===== src/rtl/batalla_pkg.sv =====
// +----------------------------------------------------------------------------+
// | batalla_pkg : shared cell codes, scheduler states and turn constants       |
// | Rev 1.0 - initial release                                                  |
// +----------------------------------------------------------------------------+
`default_nettype none

package batalla_pkg;

  typedef enum logic [1:0] {
    WATER = 2'd0,
    SHIP  = 2'd1,
    HIT   = 2'd2,
    MISS  = 2'd3
  } cell_t;

  typedef enum logic [2:0] {
    ST_IDLE   = 3'd0,
    ST_P_WAIT = 3'd1,
    ST_C_WAIT = 3'd2,
    ST_READ   = 3'd3,
    ST_WRITE  = 3'd4,
    ST_DONE   = 3'd5,
    ST_OVER   = 3'd6
  } sched_state_t;

  localparam logic TURN_PLAYER = 1'b0;
  localparam logic TURN_PC     = 1'b1;

endpackage

`default_nettype wire


===== src/rtl/turn_timer.sv =====
// +----------------------------------------------------------------------------+
// | turn_timer : per-turn down counter with reload, enable and zero flag       |
// | Rev 1.0 - initial release                                                  |
// +----------------------------------------------------------------------------+
`default_nettype none

module turn_timer #(
  parameter int TURN_CYCLES = 15,
  localparam int TW = (TURN_CYCLES > 1) ? $clog2(TURN_CYCLES) : 1
) (
  input  logic clk,
  input  logic reset,
  input  logic reload,
  input  logic en,
  output logic zero
);

  localparam logic [TW-1:0] c_max = TW'(TURN_CYCLES - 1);

  logic [TW-1:0] r_count;

  // Saturates at zero so a shot accepted on the last cycle leaves 0, not a wrap.
  always_ff @(posedge clk or posedge reset) begin
    if (reset) begin
      r_count <= c_max;
    end else if (reload) begin
      r_count <= c_max;
    end else if (en && (r_count != '0)) begin
      r_count <= r_count - 1'b1;
    end
  end

  assign zero = (r_count == '0);

endmodule

`default_nettype wire


===== src/rtl/turn_scheduler.sv =====
// +----------------------------------------------------------------------------+
// | turn_scheduler : alternates player/PC turns, arbitrates board accesses    |
// | Rev 1.0 - initial release                                                  |
// +----------------------------------------------------------------------------+
`default_nettype none

module turn_scheduler
  import batalla_pkg::*;
#(
  parameter int N           = 5,
  parameter int MAX_SHIPS   = 5,
  parameter int TURN_CYCLES = 15,
  localparam int CW = $clog2(N),
  localparam int SW = $clog2(MAX_SHIPS + 1)
) (
  input  logic          clk,
  input  logic          reset,
  input  logic          start,
  input  logic          player_req,
  input  logic [CW-1:0] player_row,
  input  logic [CW-1:0] player_col,
  input  logic          pc_req,
  input  logic [CW-1:0] pc_row,
  input  logic [CW-1:0] pc_col,
  output logic          mem_req,
  output logic          mem_we,
  output logic          mem_owner,
  output logic [CW-1:0] mem_row,
  output logic [CW-1:0] mem_col,
  output logic [1:0]    mem_wdata,
  input  logic [1:0]    mem_rdata,
  input  logic          mem_ack,
  output logic          turn,
  output logic          t,
  output logic          disparo,
  output logic          hit,
  output logic          bad_shot,
  output logic [SW-1:0] ships_player,
  output logic [SW-1:0] ships_pc,
  output logic          game_over,
  output logic          winner,
  output logic [2:0]    state_actual
);

  localparam logic [CW:0]   c_n     = (CW + 1)'(N);
  localparam logic [SW-1:0] c_ships = SW'(MAX_SHIPS);

  sched_state_t r_state;
  logic         r_was_ship;

  logic    w_p_valid;
  logic    w_c_valid;
  logic    w_wait;
  logic    w_req_ok;
  logic    w_timer_zero;
  logic    w_timer_reload;
  logic    w_game_end;
  cell_t   w_rcell;
  logic [SW-1:0] w_tgt_ships;

  assign w_p_valid   = player_req && ({1'b0, player_row} < c_n) && ({1'b0, player_col} < c_n);
  assign w_c_valid   = pc_req && ({1'b0, pc_row} < c_n) && ({1'b0, pc_col} < c_n);
  assign w_wait      = (r_state == ST_P_WAIT) || (r_state == ST_C_WAIT);
  assign w_req_ok    = ((r_state == ST_P_WAIT) && w_p_valid) || ((r_state == ST_C_WAIT) && w_c_valid);
  assign w_rcell     = cell_t'(mem_rdata);
  assign w_tgt_ships = mem_owner ? ships_pc : ships_player;
  assign w_game_end  = hit && (w_tgt_ships == '0);

  assign w_timer_reload = (((r_state == ST_IDLE) || (r_state == ST_OVER)) && start)
                        || (w_wait && !w_req_ok && w_timer_zero)
                        || ((r_state == ST_DONE) && !w_game_end);

  turn_timer #(
    .TURN_CYCLES (TURN_CYCLES)
  ) u_turn_timer (
    .clk    (clk),
    .reset  (reset),
    .reload (w_timer_reload),
    .en     (w_wait),
    .zero   (w_timer_zero)
  );

  always_ff @(posedge clk or posedge reset) begin
    if (reset) begin
      r_state      <= ST_IDLE;
      r_was_ship   <= 1'b0;
      mem_req      <= 1'b0;
      mem_we       <= 1'b0;
      mem_owner    <= 1'b0;
      mem_row      <= '0;
      mem_col      <= '0;
      mem_wdata    <= WATER;
      turn         <= TURN_PLAYER;
      t            <= 1'b0;
      disparo      <= 1'b0;
      hit          <= 1'b0;
      bad_shot     <= 1'b0;
      ships_player <= c_ships;
      ships_pc     <= c_ships;
      game_over    <= 1'b0;
      winner       <= 1'b0;
    end else begin
      t        <= 1'b0;
      disparo  <= 1'b0;
      hit      <= 1'b0;
      bad_shot <= 1'b0;
      case (r_state)
        ST_IDLE, ST_OVER: begin
          if (start) begin
            r_state      <= ST_P_WAIT;
            turn         <= TURN_PLAYER;
            ships_player <= c_ships;
            ships_pc     <= c_ships;
            game_over    <= 1'b0;
            winner       <= 1'b0;
          end
        end
        ST_P_WAIT, ST_C_WAIT: begin
          if (w_req_ok) begin
            r_state   <= ST_READ;
            mem_req   <= 1'b1;
            mem_we    <= 1'b0;
            mem_owner <= (r_state == ST_P_WAIT);
            mem_row   <= (r_state == ST_P_WAIT) ? player_row : pc_row;
            mem_col   <= (r_state == ST_P_WAIT) ? player_col : pc_col;
          end else if (w_timer_zero) begin
            t       <= 1'b1;
            turn    <= ~turn;
            r_state <= (r_state == ST_P_WAIT) ? ST_C_WAIT : ST_P_WAIT;
          end
        end
        ST_READ: begin
          if (mem_ack) begin
            if ((w_rcell == WATER) || (w_rcell == SHIP)) begin
              r_state    <= ST_WRITE;
              mem_we     <= 1'b1;
              mem_wdata  <= (w_rcell == SHIP) ? HIT : MISS;
              r_was_ship <= (w_rcell == SHIP);
            end else begin
              bad_shot <= 1'b1;
              mem_req  <= 1'b0;
              r_state  <= (turn == TURN_PC) ? ST_C_WAIT : ST_P_WAIT;
            end
          end
        end
        ST_WRITE: begin
          if (mem_ack) begin
            mem_req <= 1'b0;
            mem_we  <= 1'b0;
            r_state <= ST_DONE;
            disparo <= 1'b1;
            hit     <= r_was_ship;
            // Decrement here so the new count is visible alongside disparo.
            if (r_was_ship) begin
              if (mem_owner) begin
                if (ships_pc != '0) ships_pc <= ships_pc - 1'b1;
              end else begin
                if (ships_player != '0) ships_player <= ships_player - 1'b1;
              end
            end
          end
        end
        ST_DONE: begin
          if (w_game_end) begin
            r_state   <= ST_OVER;
            game_over <= 1'b1;
            winner    <= turn;
          end else begin
            turn    <= ~turn;
            r_state <= (turn == TURN_PLAYER) ? ST_C_WAIT : ST_P_WAIT;
          end
        end
        default: r_state <= ST_IDLE;
      endcase
    end
  end

  assign state_actual = r_state;

endmodule

`default_nettype wire


===== config.mk =====
export PLATFORM = sky130hd
export DESIGN_NAME = turn_scheduler
export DESIGN_NICKNAME = d
export VERILOG_FILES = /design/src/rtl/batalla_pkg.sv /design/src/rtl/turn_timer.sv /design/src/rtl/turn_scheduler.sv
export SDC_FILE = /design/constraint.sdc
export NUM_CORES = 1
export LEC_CHECK = 0
export ABC_AREA = 1
export CORE_MARGIN = 8
export CORE_UTILIZATION = 30
export CTS_CLUSTER_DIAMETER = 30
export DETAILED_ROUTE_END_ITERATION = 10
export HOLD_SLACK_MARGIN = 0.08
export SYNTH_ARGS = -nofsm -noshare
export SYNTH_HDL_FRONTEND = slang
export SYNTH_SLANG_ARGS = --single-unit

===== constraint.sdc =====
create_clock -name clk -period 3.65 [get_ports clk]
set_input_delay 0.365 -clock clk [delete_from_list [all_inputs] [get_ports clk]]
set_output_delay 0.365 -clock clk [all_outputs]
set_load 0.01 [all_outputs]

* Word-level counts from Yosys, hierarchy flattened
Index checks and enable logic that the tools add are counted.
** Storage, ports and cells
- Register bits after elaboration :: 32
- Bits in latches :: 0
- Bits in writable memories :: 0
- ROM bits :: 0
- Input bits :: 20
- Output and inout port bits :: 27
- Word-level logic and storage cells :: 148
- Memories :: 0
** Cells by class
- $add $sub $neg :: 3
- Multipliers :: 0
- Divide/modulo/power cells :: 0
- Order comparisons :: 4
- Eq/ne operators :: 23
- Shift operators :: 0
- Mux-type cells :: 56
- Bitwise logic cells :: 1
- Reduce and logical (&&, ||, !) cells :: 43
** Operators with widths (number)
- 2-to-1 mux 3 bit :: 19
- != test 2 bit, second input constant :: 15
- 2-to-1 mux 1 bit :: 24
- case mux 3 bit (5 select lines) :: 1
- AND reduction 5 bit :: 3
- logical AND 1 bit :: 12
- < comparator 3 bit, second input constant :: 4
- case mux 3 bit (2 select lines) :: 2
- AND reduction 6 bit :: 2
- nonzero test 3 bit :: 4
- equality test 3 bit, second input constant :: 3
- case mux 1 bit (3 select lines) :: 3
- 2-to-1 mux 4 bit :: 2
- equality test 3 x 2 -> 1 bit, second input constant :: 2
- logical NOT 3 bit :: 2
- logical OR 1 bit :: 6
- 2-to-1 mux 2 bit :: 3
- AND reduction 3 bit :: 2
- nonzero test 2 bit :: 3
- subtractor 3 x 1 -> 3 bit, second input constant :: 2
- logical NOT 4 bit :: 1
- case mux 1 bit (2 select lines) :: 2
- AND reduction 4 bit :: 1
- nonzero test 4 bit :: 1
- other kinds (9) :: 11

* Depth between registers and ports, before layout
- Word-level depth :: 11
- Depth in mapped cells :: 10
- Mapped depth without buffers :: 9

* Hierarchy
From an unflattened synthesis, not the netlist that was laid out.
** Second synthesis, totals
- Cells, all modules :: 258
- Area total of the unflattened synthesis :: 1905.6 um^2
** Modules (own cells, without submodules)
- turn_scheduler :: times used 1, cells an instance 226, area an instance 1630.3 um^2, seq. area each 705.7 um^2
- turn_timer :: times used 1, cells an instance 32, area an instance 275.3 um^2, seq. area each 103.8 um^2

* Worst setup path before layout
No wires, ideal clock.
- Kind :: register -> register
- Start :: register u_turn_timer.r_count[1]
- End :: register r_state[2] (netlist: state_actual[2])
- Setup time :: 0.077 ns
- Arrival time :: 1.387 ns
- Data required time :: 3.573 ns
- Setup slack :: 2.186 ns
- Cell stages (with the launch flop) :: 10
- Buffers on the path :: 0
- Clock period less this slack :: 1.464 ns
- Cell sequence :: dfstp_2 inv_1 ha_1 inv_1 nor3_1 nor2_2 nand3_1 nand3_2 nand2_1 o21ai_1
** Between the ends
- Cells in the longest elaborated chain, start to end :: 3
** RTL lines
- start: declaration :: RTL line turn_timer.sv:20 : logic [TW-1:0] r_count;
- start signal: assignment :: RTL line turn_timer.sv:25 : r_count <= c_max;
- start signal: assignment :: RTL line turn_timer.sv:27 : r_count <= c_max;
- start signal: assignment :: RTL line turn_timer.sv:29 : r_count <= r_count - 1'b1;
- logical NOT 4 bit :: RTL line turn_timer.sv:33 : assign zero = (r_count == '0);
- != test 3 bit (no line)
- AND reduction 4 bit (no line)
- end signal: assignment :: RTL line turn_scheduler.sv:129 : r_state <= (r_state == ST_P_WAIT) ? ST_C_WAIT : ST_P_WAIT;
- end signal: assignment :: RTL line turn_scheduler.sv:142 : r_state <= (turn == TURN_PC) ? ST_C_WAIT : ST_P_WAIT;
- end signal: assignment :: RTL line turn_scheduler.sv:170 : r_state <= (turn == TURN_PLAYER) ? ST_C_WAIT : ST_P_WAIT;
- end: declaration :: RTL line turn_scheduler.sv:48 : sched_state_t r_state;
No other way between the ends.
A chain may end at the register's enable or synchronous reset.

* Worst setup path after layout
- Start :: register r_state[0] (netlist: state_actual[0])
- End :: register ships_player[2]
** Between the ends
- Cells in the longest elaborated chain, start to end :: 4
- Elaborated cells between the ends (all ways) :: 12
- Classes of those cells :: eq/ne (7); mux (1); reduce/logical (4)
** RTL lines
- equality test 3 bit / logical NOT 3 bit (equally long branches) :: RTL line turn_scheduler.sv:107 : case (r_state)
- OR reduction 2 bit :: RTL line turn_scheduler.sv:107
- != test 2 bit (no line) / nonzero test 2 bit (equally long branches)
- AND reduction 6 bit (no line)
- end signal: assignment :: RTL line turn_scheduler.sv:98 : ships_player <= c_ships;
- end signal: assignment :: RTL line turn_scheduler.sv:112 : ships_player <= c_ships;
- end signal: assignment :: RTL line turn_scheduler.sv:158 : if (ships_player != '0) ships_player <= ships_player - 1'b1;
- end: declaration :: RTL line turn_scheduler.sv:38 : output logic [SW-1:0] ships_player,
Parallel ways exist; a longest one is shown, timed or not.

==> results.md <==
Place:
- Buffers placed on the I/O ports in this run total 46.
- Summed over all nets, the half-perimeter wirelength after detailed placement is 3590 um.
- The global placement routability congestion is 0.840.
- The cell area reported after detailed placement is 2330 um^2.
- The number of placed instances, taps included, is 351.

Cells and area:
- The final standard cell area without fillers is 2410 um^2.
- The final net count is 308.
- The area growth from synthesis to layout is 32.6%.
- The number of antenna diodes in the final layout is 0.
- Fill cells in the final layout number 619.
- The finished layout holds 358 standard cells, fillers aside.
- Of the cells placed in the final design, the portion with a size suffix greater than 1 is 0.117.

CTS:
- The number of gates resized after CTS was 0.
- The number of buffers inserted by hold repair at cts is 0.
- Clock tree synthesis inserted a total of 5 buffers.
- The H-tree was split into 2 levels.
- The clock input transition at the sequential cells of the worst setup and hold paths is 70 ps.
- TritonCTS built the clock tree.
- The number of post-CTS setup repair buffers is 0.
- The clock net sink count is 32.
- At the later pin of the worst-skew pair, clock insertion delay measures 280 ps.
- The clock root buffer master is clkbuf_8.
- The buffer levels on the longest clock path is 2.

STA:
- The final-report hold violation count is 0.
- The slew at the pin closest to its max-slew limit is 423 ps.
- The total count of max-transition violations in the final report came to 0.
- The final-layout setup total negative slack is 0 ps.
- The maximum achievable frequency is 535 MHz.
- Setup repair after global routing left no endpoint under its margin.
- The post-route fraction of the period consumed by the critical path is 0.513.
- For the final database, setup skew stands at 9.41 ps.
- In this run the tightest slew margin relative to its limit is 0.718.
- After layout, the minimum clock period comes to 1870 ps.
- The number of setup violations in the final report is 0.

Power:
- For this design the static power due to leakage is 1.13 nW.
- The design draws 1.87 mW.
- Dividing total power by cell area gives a power density of 774 nW/um^2.
- The maximum VDD drop is 0.254 mV.

Yosys:
- The number of different library cells used by synthesis comes to 27.
- The Yosys step of the flow raised 0 warnings.
- Counting every net in the synthesized netlist gives 259.
- The synthesized area per cell is 7.77 um^2.
- The fraction of the yosys area taken by sequential cells is 0.445.
- The cell count after synthesis is 234.
- The fraction of synthesis flops using an asynchronous set or reset pin is 1.00.
- The biggest area consumer among synthesized cells is dfrtp_1.
- Sorting the synthesized cells by area gives the leading types as dfrtp_1 34%, nand2_1 11%, dfstp_2 10%.
- The synthesized design contains 0 enable-type register cells.
- In the synthesized netlist the dominant register cell turns out to be dfrtp_1.
- The post-synthesis cell area is 1820 um^2.
- The share of the synthesized area in the top cell type is 0.344.
- After synthesis the netlist holds a flip-flop and latch count of 32.

Critical path:
- The required time at the endpoint of the critical path is 3860 ps.
- The worst register-to-register path has a depth of 8.
- The worst setup path is of the reg -> reg kind.
- The capturing element type of the critical path is a flip-flop.
- The worst register-to-register path has a setup slack of 1780 ps.
- The capture instance of the worst register-to-register path is ships_player[2].
- The worst reg2reg path startpoint is state_actual[0].
- The largest single stage delay on the critical path is 590 ps.
- The critical path arrival is 2080 ps.
- The cell type of the slowest stage on the worst timing path is dfrtp_1.
- Counting stages on the worst path, the most repeated cell is nand2_1.
- STA classifies the critical path startpoint as a flip-flop.
- The critical path goes through nor2_1, nand2_1, inv_1, nand2_1, nand2_2, a21oi_2, o21ai_1, o21ai_0.
- The maximum net fanout on the critical path is 14.

Global route:
- In the global route stage, overall resource usage came out at 0.110.
- The total grt overflow is 0.
- The number of global-route vias before repair is 1598.
- The initial antenna violation count is 0.
- The first global-routing pass estimated 7680 um of wire.
- The pin count of the biggest net entering global routing is 33.

Die:
- The x dimension of the die is 93.8 um.
- The die covers 8810 um^2.
- The top-level I/O count is 47.
- The initial standard-cell utilization of the core is 0.309.
- The die span in y is 93.8 um.
- The floorplan step defined a core boundary enclosing 5890 um^2.
- The number of placement rows is 28.

Status:
- The flow ran to the end, and the final reports show no timing, DRC or antenna violations.

Min path:
- Counting instances, the worst hold path has a depth of 1.
- The worst min-delay path class is reg -> reg.
- In this run the most critical hold path is launched from mem_wdata[1].
- For hold timing, the worst endpoint is mem_wdata[1].

Detailed routing:
- The first-pass iteration count of the detailed router is 4.
- The highest metal layer carrying signal wires in the routed design is met4.
- The routed via count divided by cell count is 4.60.
- The detail route stage leaves a number of antenna-violating nets equal to 0.
- The total routed wire length on the met1 layer is 2240 um.
- The met3 routed wirelength is 383 um.
- For this block, the routed nets add up to 4730 um of wire.
- The average wire per cell in the routed design is 13.2 um.
- The detailed-route via count is 1648.
- After detailed routing, the number of remaining DRC violations is 0.
- The met2 layer wire length in the routed design is 2010 um.
- The number of design-rule violations left by the first detailed-router iteration is 71.

Job:
- The number of max-cap violations is 0.
[final cells by class]
cell class | instances | area, um^2 | area share
clock buffers | 6 | 72.6 | 0.0301
clock inverters | 1 | 5.00 | 0.00208
inverters | 32 | 120 | 0.0498
multi-input cells | 165 | 842 | 0.349
flip-flops and latches | 32 | 810 | 0.336
well taps | 75 | 93.8 | 0.0389
repair buffers | 47 | 468 | 0.194
[kinds of logic after synthesis]
| group | count (synthesis) | synth area share |
|---|---|---|
| compound gates | 36 | 0.113 |
| xor+xnor | 4 | 0.0193 |
| fa+ha+maj | 5 | 0.0344 |
| buf+inv | 37 | 0.0915 |
| flops | 32 | 0.445 |
| simple gates | 120 | 0.297 |
[worst max-delay path, delay by kind of cell, from the launching register on]
family / cells / cell delay (ps)
simple gates: 4 / 650
flops: 1 / 590
buf+inv: 1 / 150
compound gates: 3 / 400
[stage by stage]
stage | worst slack, ps | hold slack (ps) | util
2_1_floorplan | 2190 | 476 | -
4_1_cts | 1770 | 476 | 0.410
5_1_grt | 1550 | 505 | 0.410
3_5_place_dp | 1740 | 459 | 0.396
6_report | 1780 | 469 | 0.410
3_3_place_gp | 1720 | 457 | 0.396
[registers in the layout, summed over array words and instances (netlist names)]
name / flops
u_turn_timer.r_count: 4
mem_col: 3
mem_row: 3
ships_pc: 3
ships_player: 3
state_actual: 3
mem_wdata: 2
bad_shot: 1
disparo: 1
game_over: 1
hit: 1
mem_owner: 1
mem_req: 1
mem_we: 1
r_was_ship: 1
t: 1
turn: 1
winner: 1
[report_power, final]
group | total, mW | internal [mW] | switching, mW
Sequential | 0.631 | 0.509 | 0.122
Combinational | 0.981 | 0.433 | 0.548
Clock | 0.255 | 0.129 | 0.125
Total | 1.87 | 1.07 | 0.795
[placed cells by master (no fill, tap or decap), drive strengths merged]
cell and instances:
dfstp 7, nand2 57, o21a 2, inv 32, nand4 6, or2 1
nor3 4, buf 1, clkinv 1, a21oi 4, ha 5, a31oi 4
nor2 36, nand3b 1, xor2 4, o21ai 26, clkdlybuf4s50 46, dfrtp 25
nand3 15, clkbuf 6
[synth_stat cells (2+ instances only)]
cell type,instances
a21oi_1,2
a31oi_1,4
buf_6,3
dfrtp_1,25
dfstp_2,7
ha_1,5
inv_1,28
inv_2,4
nand2_1,52
nand2_2,5
nand3_1,13
nand3_2,2
nand4_1,6
nor2_1,32
nor2_2,4
nor3_1,3
o21a_1,2
o21ai_0,14
o21ai_1,12
xor2_1,4
[worst max-delay path by stage]
stage | end | cells past startpoint | startpoint | slack, ps
after CTS | state_actual[0] | 1 | state_actual[0] | 1770
final | ships_player[2] | 8 | state_actual[0] | 1780
after global routing | ships_player[0] | 8 | state_actual[0] | 1550
after detailed placement | turn | 10 | player_row[2] | 1740
after floorplan | state_actual[2] | 9 | u_turn_timer.r_count[1] | 2190
after global placement | turn | 10 | player_row[1] | 1720
[routing by layer]
layer  vias up  GRT usage
met5         -          0
met1       739      0.142
li1        848          -
met3         7     0.0368
met4         0     0.0476
met2        54      0.164
Note: power is estimated with default switching activity, not from simulation.
